==> config.mk <==
export PLATFORM = sky130hd
export DESIGN_NAME = pkg_func_eval_unit
export DESIGN_NICKNAME = d
export VERILOG_FILES = /design/src/rtl/pkg_func_eval_unit.sv
export SDC_FILE = /design/constraint.sdc
export NUM_CORES = 1
export LEC_CHECK = 0
export BUFFER_PORTS_ARGS = -buffer_cell sky130_fd_sc_hd__buf_4
export CORE_MARGIN = 2
export CORE_UTILIZATION = 49
export DETAILED_ROUTE_END_ITERATION = 10
export GPL_TIMING_DRIVEN = 0
export HOLD_SLACK_MARGIN = 0.15
export PLACE_DENSITY = 0.75
export SYNTH_ARGS = -nofsm -noshare
export SYNTH_HDL_FRONTEND = slang
export SYNTH_SLANG_ARGS = --single-unit
==> constraint.sdc <==
create_clock -name clk -period 2.1 [get_ports clk]
set_input_delay 0.42 -clock clk [delete_from_list [all_inputs] [get_ports clk]]
set_output_delay 0.42 -clock clk [all_outputs]
set_load 0.02 [all_outputs]
==> src/rtl/pkg_func_eval_unit.sv <==
// Call engine: result = arg1 + arg2 + sum(local[i]), first result NUM_LOCALS+1 cycles after accept, held until rsp_ready.
// One call at a time, no request queueing. Define PFE_LOCAL_WRITE_EN to make the locals writable through the cfg_* port.
module pkg_func_eval_unit #(
  parameter int WIDTH      = 32,
  parameter int NUM_LOCALS = 3,
  parameter int INIT_BASE  = 1,
  localparam int IW        = $clog2(NUM_LOCALS)
) (
  input  logic             clk,
  input  logic             rst_n,
  input  logic             req_valid,
  output logic             req_ready,
  input  logic [WIDTH-1:0] req_arg1,
  input  logic [WIDTH-1:0] req_arg2,
  output logic             rsp_valid,
  input  logic             rsp_ready,
  output logic [WIDTH-1:0] rsp_result,
  output logic             busy,
  output logic [15:0]      call_count
`ifdef PFE_LOCAL_WRITE_EN
  ,
  input  logic             cfg_we,
  input  logic [IW-1:0]    cfg_addr,
  input  logic [WIDTH-1:0] cfg_wdata,
  output logic             cfg_err
`endif
);

  typedef enum logic [1:0] {IDLE, ACCUM, RESP} state_t;

  state_t           state, state_nxt;
  logic [WIDTH-1:0] acc;
  logic [IW-1:0]    idx;
  logic [WIDTH-1:0] locals [NUM_LOCALS];
  logic             accept;
  logic             rsp_hs;

  always_ff @(posedge clk or negedge rst_n) begin
    if (!rst_n) state <= IDLE;
    else        state <= state_nxt;
  end

  always_comb begin
    state_nxt = state;
    req_ready = 1'b0;
    rsp_valid = 1'b0;
    case (state)
      IDLE: begin
        req_ready = 1'b1;
        if (req_valid) state_nxt = ACCUM;
      end
      ACCUM: begin
        if (idx == IW'(NUM_LOCALS - 1)) state_nxt = RESP;
      end
      RESP: begin
        rsp_valid = 1'b1;
        if (rsp_ready) state_nxt = IDLE;
      end
      default: state_nxt = IDLE;
    endcase
  end

  assign busy       = (state != IDLE);
  assign accept     = req_valid && req_ready;
  assign rsp_hs     = rsp_valid && rsp_ready;
  assign rsp_result = acc;

  // acc is frozen in RESP, so the result stays stable under backpressure
  always_ff @(posedge clk or negedge rst_n) begin
    if (!rst_n) begin
      acc        <= '0;
      idx        <= '0;
      call_count <= '0;
    end else begin
      if (accept) begin
        acc <= req_arg1 + req_arg2;
        idx <= '0;
      end else if (state == ACCUM) begin
        acc <= acc + locals[idx];
        idx <= idx + 1'b1;
      end
      if (rsp_hs && call_count != 16'hFFFF) call_count <= call_count + 16'd1;
    end
  end

`ifdef PFE_LOCAL_WRITE_EN
  logic addr_ok;
  assign addr_ok = 32'(cfg_addr) < NUM_LOCALS;

  // A write landing on the accept edge is seen by that call: locals are read from ACCUM onward
  always_ff @(posedge clk or negedge rst_n) begin
    if (!rst_n) begin
      for (int i = 0; i < NUM_LOCALS; i++) locals[i] <= WIDTH'(INIT_BASE + i);
      cfg_err <= 1'b0;
    end else begin
      cfg_err <= cfg_we && (busy || !addr_ok);
      if (cfg_we && !busy && addr_ok) locals[cfg_addr] <= cfg_wdata;
    end
  end
`else
  always_comb begin
    for (int i = 0; i < NUM_LOCALS; i++) locals[i] = WIDTH'(INIT_BASE + i);
  end
`endif

endmodule

---- Yosys cells after proc, flatten, opt, wreduce, memory -nomap -nowiden ----
Cells that the tools add are included.
storage, ports and cells
  register bits after elaboration ......... 52
cells by class
  reduce and logical (&&, ||, !) cells .... 7
  bitwise operators ....................... 1
  $add $sub $neg .......................... 4
  equality and inequality tests ........... 7
  muxes and demuxes ....................... 13
  order comparisons ....................... 1
operators by type and width
  kind                     number
  $mux W32                 4
  $add A32 B32 Y32         2
  $bmux W32 S2             1
  $add A16 B1 Y16 const B  1
  $ne A16 B16 Y1 const B   1
  $mux W2                  5
  $ne A2 B2 Y1 const B     3
  $pmux W2 S3              1
  $eq A2 B2 Y1 const B     2
  $reduce_bool A2 Y1       2
  $ge A3 B3 Y1 const B     1
  $logic_and A1 B1 Y1      3
  $not A2 Y3               1
  $reduce_and A3 Y1        1
  $add A2 B1 Y2 const B    1
  $eq A2 B1 Y1 const B     1
  $logic_not A2 Y1         1
  $mux W1                  2

---- Longest topological paths before layout ----
Gate-level depths: netlist (run 1).
  word-level depth ........................ 7
  depth in mapped cells ................... 12
  gate-level depth less buffers ........... 11

---- Least setup slack after synthesis (run 1) ----
Ideal clock, no wire load.
  path kind ............................... input-to-reg
  from .................................... input req_arg1[0]
  to ...................................... register acc[28], in the netlist rsp_result[28]
  arrival time ............................ 2.401 ns
  slack ................................... -0.441 ns
  stages on the path ...................... 10
  data required time ...................... 1.960 ns
  cell sequence ........................... ha_1 > fa_1 > a211oi_2 > o21ai_1 > a211oi_2 > o21ai_1 > a211oi_2 > o21ai_2 > o32ai_1 > a31oi_1
on the way
  word-level cells in the longest chain between the ends .. 2
RTL lines
  what                    line  source
  start: declaration      13    input logic [WIDTH-1:0] req_arg1,
  $add A32 B32 Y32        76    acc <= req_arg1 + req_arg2;
  $mux W32                75    if (accept) begin
  end signal: assignment  76
  end signal: assignment  79    acc <= acc + locals[idx];
  end: declaration        32    logic [WIDTH-1:0] acc;
No other way between the ends.
A chain may end at the register's enable or synchronous reset.

---- Final worst setup path (run 1) ----
  from .................................... input req_arg2[0]
  to ...................................... register acc[28], in the netlist rsp_result[28]
on the way
  word-level cells in the longest chain between the ends .. 2
RTL lines
  what                line  source
  start: declaration  14    input logic [WIDTH-1:0] req_arg2,
  $add A32 B32 Y32    76
  $mux W32            75
No other way between the ends.

==> flow_summary.yaml, run 1 <==
sta:
  fin_ws_ps: -249.2
  slew_viol_final: 0
  relSlewSlack_pct: 56.07
  period_share_pct: 111.9
  setup_violations: 18
  hold_ws_ps: 126.5
  finalSetupTns_ps: -1641
  finalClockSkew_ps: 13.29
  period_needed_ps: 2349
  grt_setup_unrepaired: "yes"
  finalHoldViolations: 0
  worst_pin_slew_ps: 659.0
  fmax_ghz: 0.4257
synth:
  synth_nets: 615
  synth-edff-count: 0
  yosysUniqueCellTypes: 57
  syn_area_um2: 4338
  synth.most_common_cell: "nand2_1"
  yosysWarningCount: 0
  avgSynthCellArea_um2: 8.522
  netlist_instances: 509
  synth.yosys.seq_area_share_pct: 30.00
  synth_top_area_cell: "dfrtp_1"
  synth.area.top_cells: "dfrtp_1, ha_1, xnor2_1, nand2_1, a21oi_1"
  async_flop_share_pct: 100.0
  ys_ff_latch: 52
  synth_flop_cell: "dfrtp_1"
  yosys-top-cells-count: "nand2_1, dfrtp_1, xnor2_1"
  synth_top_cell_area_share_pct: 30.00
final_layout:
  drive_above_1_share_pct: 35.73
  syn2layout_area_growth_pct: 38.56
  utilization_pct: 69.60
  nets: 760
  antenna_cells: 0
  nFillCells: 686
  fin_area_um2: 6011
placement:
  routabilityCongestion: 0.9699
  dp_hpwl_mm: 8.789
  place_area_um2: 5438
  place_ws_ps: -732.0
  portBuffers: 118
floorplanning:
  io_pins: 119
  core_um2: 8636
  die_y_um: 98.09
  chipWidth_um: 98.09
  initial_core_util_pct: 50.23
  dieArea_um2: 9622
  row_count: 34
grt:
  grt_pass1_wl_mm: 19.02
  track_usage_pct: 23.76
  antenna_found_initial: 0
  overflow: 0
  grt_pass1_vias: 4139
  grt_start_max_net_pins: 53
clock_tree:
  h-tree-depth: 2
  clockRootBuffer: "clkbuf_8"
  clk_path_buf_depth: 2
  cts.clk_slew.worst_paths_ps: 100
  tritoncts: "done"
  numCtsBuffers: 5
  cts_sinks: 52
  clk_latency_ps: 310
run_status:
  status: "finished, violations left"
  violations: "setup timing"
routing:
  drtIter0Drc: 216
  dr.pass1.iters: 4
  routed_wl_mm: 11.84
  vias_per_cell: 5.702
  drc_errors: 0
  avgRoutedWirePerCell_um: 15.52
  vias: 4351
  ant_nets: 0
critical_path:
  r2r-start: "idx[1]"
  reg2reg_to: "rsp_result[28]"
  worstPathRequired_ps: 2280
  reg2reg_depth: 10
  startpoint: "req_arg2[0]"
  rrSetupSlack_ps: -170
  critical_path_class: "primary input to flip-flop"
  startpoint_type: "primary input"
  critical_path_arrival_ps: 2530
  path_max_fanout: 3
  setup.worst_path.end_class: "flip-flop"
power:
  power.density_nw_per_um2: 1010
  p_leak_nw: 2.638
  ir_drop_uv: 472.9
flow_run:
  maxCapViolCount: 0
hold_path:
  hold_class: "primary input to async pin"
-- state kept, by name (all words and copies together) (netlist names) --
name	count
rsp_result	32
call_count	16
state	2
idx	2
-- repair_timing --
action	in CTS	in global routing
pin swaps	19	30
setup endpoints to repair	25	35
hold buffers	0	0
cloned	0	0
setup buffers	8	15
gates resized for setup	27	62
-- metal layers --
layer / share of wire (%) / wire [um] / global-route usage, %
met1: 44 / 5153 / 31.91
met2: 49 / 5820 / 40.67
met3: 5.9 / 697 / 3.722
met4: 1.4 / 166 / 5.128
met5: 0 / 0 / 0
-- power breakdown --
part,switching [W],internal (W),leakage [nW]
Sequential,0.000496,0.00138,0.650
Clock,0.000336,0.000269,0.0445
Combinational,0.00195,0.00164,1.94
-- metrics by stage --
step | std cells | total power (W)
floorplan | 509 | 0.003753
global placement | 735 | 0.004885
detailed placement | 735 | 0.004966
CTS | 750 | 0.005797
global route | 763 | 0.006457
finish | 763 | 0.006069
-- final cells by class --
cell class                      instances  area (um^2)  area share, %
Clock inverter                          1        7.507         0.1249
Tap cell                              108        135.1          2.248
Sequential cell                        52         1306          21.73
Inverter                               13        48.80         0.8118
Multi-Input combinational cell        432         3307          55.02
Buffer                                  9        42.54         0.7077
Clock buffer                            7        86.33          1.436
Timing Repair Buffer                  141         1077          17.92
-- logic make-up (layout without fill, tap and decap cells) --
logic type	Yosys count	after routing	synth area share, %
buffers and inverters	25	171	2.250
adder cells (fa/ha/maj)	38	38	11.31
flip-flops	52	52	30.00
XOR/XNOR	68	68	13.73
AND/OR/NAND/NOR	179	179	20.62
multiplexers	1	1	0.2596
AO/OA/AOI/OAI	146	146	21.83
-- how the worst max path moves through the flow --
stage	to	slack (ps)	depth (start not counted)
final	rsp_result[28]	-250	11
after global routing	rsp_result[28]	-340	11
after CTS	rsp_result[28]	-280	11
after detailed placement	rsp_result[28]	-730	11
after global placement	rsp_result[28]	-720	11
after floorplan	rsp_result[28]	-280	10
-- placed cells by master (no fill, tap or decap), types with 5 or more instances in the layout --
cell type	instances
a21oi_2	6
nor2_1	26
xnor2_1	50
nand4_1	14
ha_4	12
buf_4	136
xor2_1	16
buf_6	5
and3_1	9
nor2b_1	6
a31oi_1	5
nor3_1	7
ha_1	17
o21ai_1	20
inv_1	11
nand2_1	63
nand3_1	17
ha_2	7
and4_1	5
clkbuf_8	6
a21o_1	9
a21oi_1	35
o21ai_0	22
dfrtp_1	48
clkbuf_1	5
-- worst max-delay path, cell delays in order --
cell and delay [ps]:
buf_6 100, ha_4 150, fa_2 360, a211oi_4 260, o21ai_2 110, a211oi_2 270
o21ai_2 110, a211oi_2 300, o21ai_2 130, o32ai_2 250, a31oi_1 60
Note: power is estimated with default switching activity, not from simulation.
==> run 2, diff against run 1 <==
--- a/config.mk
+++ b/config.mk
@@ -12,6 +12,7 @@
 export GPL_TIMING_DRIVEN = 0
 export HOLD_SLACK_MARGIN = 0.15
 export PLACE_DENSITY = 0.75
+export SKIP_CTS_REPAIR_TIMING = 1
 export SYNTH_ARGS = -nofsm -noshare
 export SYNTH_HDL_FRONTEND = slang
 export SYNTH_SLANG_ARGS = --single-unit
==> flow_summary.yaml, run 2 (synthesized netlist as in run 1, its figures left out) <==
critical_path:
  worstPathRequired_ps: 2280
  critical_path.top_delay_family: "compound AO/OA/AOI/OAI gates"
  reg2reg_depth: 10
  critPathSlowestCell: "fa_2"
  path_cells: "buf_6, ha_4, fa_2, a211oi_4, o21ai_2, a211oi_2, o21ai_2, a211oi_2, o21ai_2, o32ai_2, a31oi_1"
  reg2reg_to: "rsp_result[28]"
  setup.worst_path.end_class: "flip-flop"
  critPathMostFrequentCell: "o21ai_2"
  critical_path_arrival_ps: 2570
  rrSetupSlack_ps: -190
  crit_buf_inv: 1
  path_max_fanout: 3
  startpoint_type: "primary input"
  critical_path_class: "primary input to flip-flop"
  cpPeakStageDelay_ps: 370
  r2r-start: "idx[0]"
sta:
  fin_ws_ps: -293.9
  finalHoldViolations: 0
  setup_violations: 13
  fmax_ghz: 0.4177
  hold_ws_ps: 122.3
  relSlewSlack_pct: 56.47
  worst_pin_slew_ps: 653.0
  slew_viol_final: 0
  period_share_pct: 114.0
  period_needed_ps: 2394
  finalClockSkew_ps: 10.23
  grt_setup_unrepaired: "yes"
  finalSetupTns_ps: -1743
power:
  power_switching_w: 0.002754
  power.internal_w: 0.003267
  power.density_nw_per_um2: 1002
  sw_frac_of_total_pct: 45.74
  p_seq_share_pct: 31.0
  p_leak_nw: 2.638
  ir_drop_uv: 492.1
  p_comb_share_pct: 59.1
  clkPwrFrac_pct: 9.9
floorplanning:
  chipWidth_um: 98.09
  row_count: 34
  initial_core_util_pct: 50.23
  core_um2: 8636
  die_y_um: 98.09
  io_pins: 119
  dieArea_um2: 9622
routing:
  dr.pass1.iters: 5
  ant_nets: 0
  vias: 4341
  routed_wl_mm: 11.73
  avgRoutedWirePerCell_um: 15.42
  drtIter0Drc: 168
  drc_errors: 0
  vias_per_cell: 5.704
run_status:
  violations: "setup timing"
  status: "finished, violations left"
grt:
  track_usage_pct: 23.17
  grt_start_max_net_pins: 53
  overflow: 0
  grt_pass1_vias: 4042
  antenna_found_initial: 0
  grt_pass1_wl_mm: 18.62
final_layout:
  largest_reg_flops: 32
  nFillCells: 682
  final_common_cell: "buf_4"
  drive_above_1_share_pct: 35.99
  nets: 758
  syn2layout_area_growth_pct: 38.53
  fin_area_um2: 6010
  antenna_cells: 0
  layout_common_cells: "buf_4, nand2_1, xnor2_1"
clock_tree:
  h-tree-depth: 2
  tritoncts: "done"
  clk_path_buf_depth: 2
  clockRootBuffer: "clkbuf_8"
  clk_latency_ps: 310
  numCtsBuffers: 5
  cts.clk_slew.worst_paths_ps: 90
  cts_sinks: 52
hold_path:
  hold_class: "primary input to async pin"
placement:
  routabilityCongestion: 0.9699
  portBuffers: 118
  dp_hpwl_mm: 8.789
  place_ws_ps: -732.0
  place_area_um2: 5438
flow_run:
  maxCapViolCount: 0
-- run 2: cell type report --
class	count	area (um^2)	share of cell area, %
flip-flops and latches	52	1306	21.74
clock buffers	7	86.33	1.437
inverters	13	48.80	0.8120
multi-input cells	432	3306	55.01
well taps	108	135.1	2.249
repair buffers	139	1077	17.93
plain buffers	9	42.54	0.7079
clock inverters	1	7.507	0.1249
-- run 2: power by group through the flow --
stage / Combinational (W) / Sequential, W / Clock (W)
6_report: 0.00356 / 0.00187 / 0.000599
2_1_floorplan: 0.00161 / 0.00215 / 0
3_5_place_dp: 0.00312 / 0.00185 / 0
3_3_place_gp: 0.00306 / 0.00182 / 0
4_1_cts: 0.00314 / 0.00183 / 0.000611
5_1_grt: 0.00385 / 0.00193 / 0.000651
-- run 2: routing by layer --
layer / up-vias / routed length, um / track usage (%)
met5: - / 0 / 0
met4: 0 / 185 / 5.021
met3: 18 / 728 / 3.221
met2: 127 / 5724 / 39.41
met1: 2075 / 5093 / 31.58
li1: 2121 / - / -
-- run 2: per-stage QoR --
| step | util, % | cells | power (W) |
|---|---|---|---|
| after CTS | 64.05 | 743 | 0.005575 |
| final | 69.59 | 761 | 0.006021 |
| after global placement | 62.97 | 735 | 0.004885 |
| after floorplan | - | 509 | 0.003753 |
| after detailed placement | 62.97 | 735 | 0.004966 |
| after global routing | 69.59 | 761 | 0.006428 |
-- run 2: worst max-delay path by stage --
stage / from / to / slack, ps / depth (start not counted)
finish: req_arg1[0] / rsp_result[28] / -290 / 11
floorplan: req_arg1[0] / rsp_result[28] / -280 / 10
CTS: req_arg1[0] / rsp_result[28] / -420 / 11
global route: req_arg1[0] / rsp_result[28] / -390 / 11
detailed placement: req_arg1[0] / rsp_result[28] / -730 / 11
global placement: req_arg1[0] / rsp_result[28] / -720 / 11
==> run 3, diff against run 2 <==
--- a/config.mk
+++ b/config.mk
@@ -12,6 +12,7 @@
 export GPL_TIMING_DRIVEN = 0
 export HOLD_SLACK_MARGIN = 0.15
 export PLACE_DENSITY = 0.75
+export RECOVER_POWER = 25
 export SKIP_CTS_REPAIR_TIMING = 1
 export SYNTH_ARGS = -nofsm -noshare
 export SYNTH_HDL_FRONTEND = slang
==> flow_summary.yaml, run 3 (synthesized netlist as in run 1, its figures left out) <==
run_status:
  status: "finished, violations left"
  violations: "setup timing"
floorplanning:
  chipWidth_um: 98.09
  dieArea_um2: 9622
  initial_core_util_pct: 50.23
  row_count: 34
  io_pins: 119
  core_um2: 8636
  die_y_um: 98.09
critical_path:
  path_depth: 11
  crit_end: "rsp_result[28]"
  crit_buf_inv: 1
  cpPeakStageDelay_ps: 370
  path_cells: "buf_6, ha_4, fa_2, a211oi_4, o21ai_2, a211oi_2, o21ai_2, a211oi_2, o21ai_2, o32ai_2, a31oi_1"
  critPathMostFrequentCell: "o21ai_2"
  startpoint: "req_arg1[0]"
  path_max_fanout: 3
  setup.worst_path.end_class: "flip-flop"
  critical_path.top_delay_family: "compound AO/OA/AOI/OAI gates"
  reg2reg_to: "rsp_result[28]"
  critical_path_arrival_ps: 2570
  critPathSlowestCell: "fa_2"
  critical_path_class: "primary input to flip-flop"
  startpoint_type: "primary input"
  r2r-start: "idx[0]"
  worstPathRequired_ps: 2280
  rrSetupSlack_ps: -190
  reg2reg_depth: 10
routing:
  vias: 4341
  wl_met3_um: 728
  top_layer: "met4"
  vias_per_cell: 5.704
  routed_wl_mm: 11.73
  wl_met2_mm: 5.724
  drc_errors: 0
  drtIter0Drc: 168
  dr.pass1.iters: 5
  ant_nets: 0
  m1WireLength_mm: 5.093
  avgRoutedWirePerCell_um: 15.42
clock_tree:
  clk_latency_ps: 310
  clockRootBuffer: "clkbuf_8"
  tritoncts: "done"
  cts_sinks: 52
  h-tree-depth: 2
  clk_path_buf_depth: 2
  cts.clk_slew.worst_paths_ps: 90
  numCtsBuffers: 5
sta:
  finalHoldViolations: 0
  slew_viol_final: 0
  fmax_ghz: 0.4177
  period_share_pct: 114.0
  finalClockSkew_ps: 10.23
  period_needed_ps: 2394
  finalSetupTns_ps: -1743
  grt_setup_unrepaired: "yes"
  relSlewSlack_pct: 14.74
  worst_pin_slew_ps: 1279
  fin_ws_ps: -293.9
  setup_violations: 13
power:
  power.density_nw_per_um2: 1002
  p_leak_nw: 2.637
  ir_drop_uv: 492.1
final_layout:
  nFillCells: 683
  syn2layout_area_growth_pct: 38.48
  final_common_cell: "buf_4"
  layout_common_cells: "buf_4, nand2_1, xnor2_1"
  largest_reg_flops: 32
  antenna_cells: 0
  nets: 758
  drive_above_1_share_pct: 35.99
  instances_no_fill: 761
  seqCellArea_um2: 1306
  multi_input_area_um2: 3306
  fin_area_um2: 6007
hold_path:
  hold_class: "primary input to flip-flop"
  holdPathStages: 2
  min-delay-start: "rsp_ready"
placement:
  dp_hpwl_mm: 8.789
  dp.cells: 735
  place_area_um2: 5438
  portBuffers: 118
  routabilityCongestion: 0.9699
grt:
  grt_pass1_wl_mm: 18.62
  grt_pass1_vias: 4042
  overflow: 0
  grt_start_max_net_pins: 53
  antenna_found_initial: 0
  track_usage_pct: 23.17
flow_run:
  maxCapViolCount: 0
[run 3: changes by cell type in the layout (fill, tap and decap cells not counted)]
cell / previous run / this run
clkbuf_2: 3 / 4
buf_4: 130 / 129
[run 3: metal layers]
metal	vias to the layer above	GRT usage [%]
met1	2075	31.58
met4	0	5.021
met2	127	39.41
met3	18	3.221
met5	-	0
li1	2121	-
[run 3: worst min path at each step]
stage | slack (ps) | end
global placement | 480 | call_count[9]
finish | 330 | state[1]
floorplan | 120 | call_count[0]
CTS | 160 | rsp_result[1]
detailed placement | 490 | idx[0]
global route | 340 | state[1]
[run 3: area by class of cell]
class	count	share of cell area, %
clock buffers	7	1.437
plain buffers	9	0.7082
inverters	13	0.8123
flip-flops and latches	52	21.75
repair buffers	139	17.89
well taps	108	2.250
multi-input cells	432	55.03
clock inverters	1	0.1250
[run 3: through the flow]
stage	util (%)	hold slack [ps]	setup slack, ps	total power [W]
final	69.56	328.7	-293.9	0.006020
after global routing	69.56	335.8	-386.1	0.006427
after CTS	64.05	157.9	-422.4	0.005575
after detailed placement	62.97	485.8	-732.0	0.004966
after global placement	62.97	484.0	-721.7	0.004885
after floorplan	-	124.4	-280.1	0.003753
[run 3: where the power goes]
part | leakage, nW | switching [W] | internal [W]
clock network | 0.0445 | 0.000330 | 0.000269
registers | 0.650 | 0.000486 | 0.00138
logic | 1.94 | 0.00194 | 0.00162
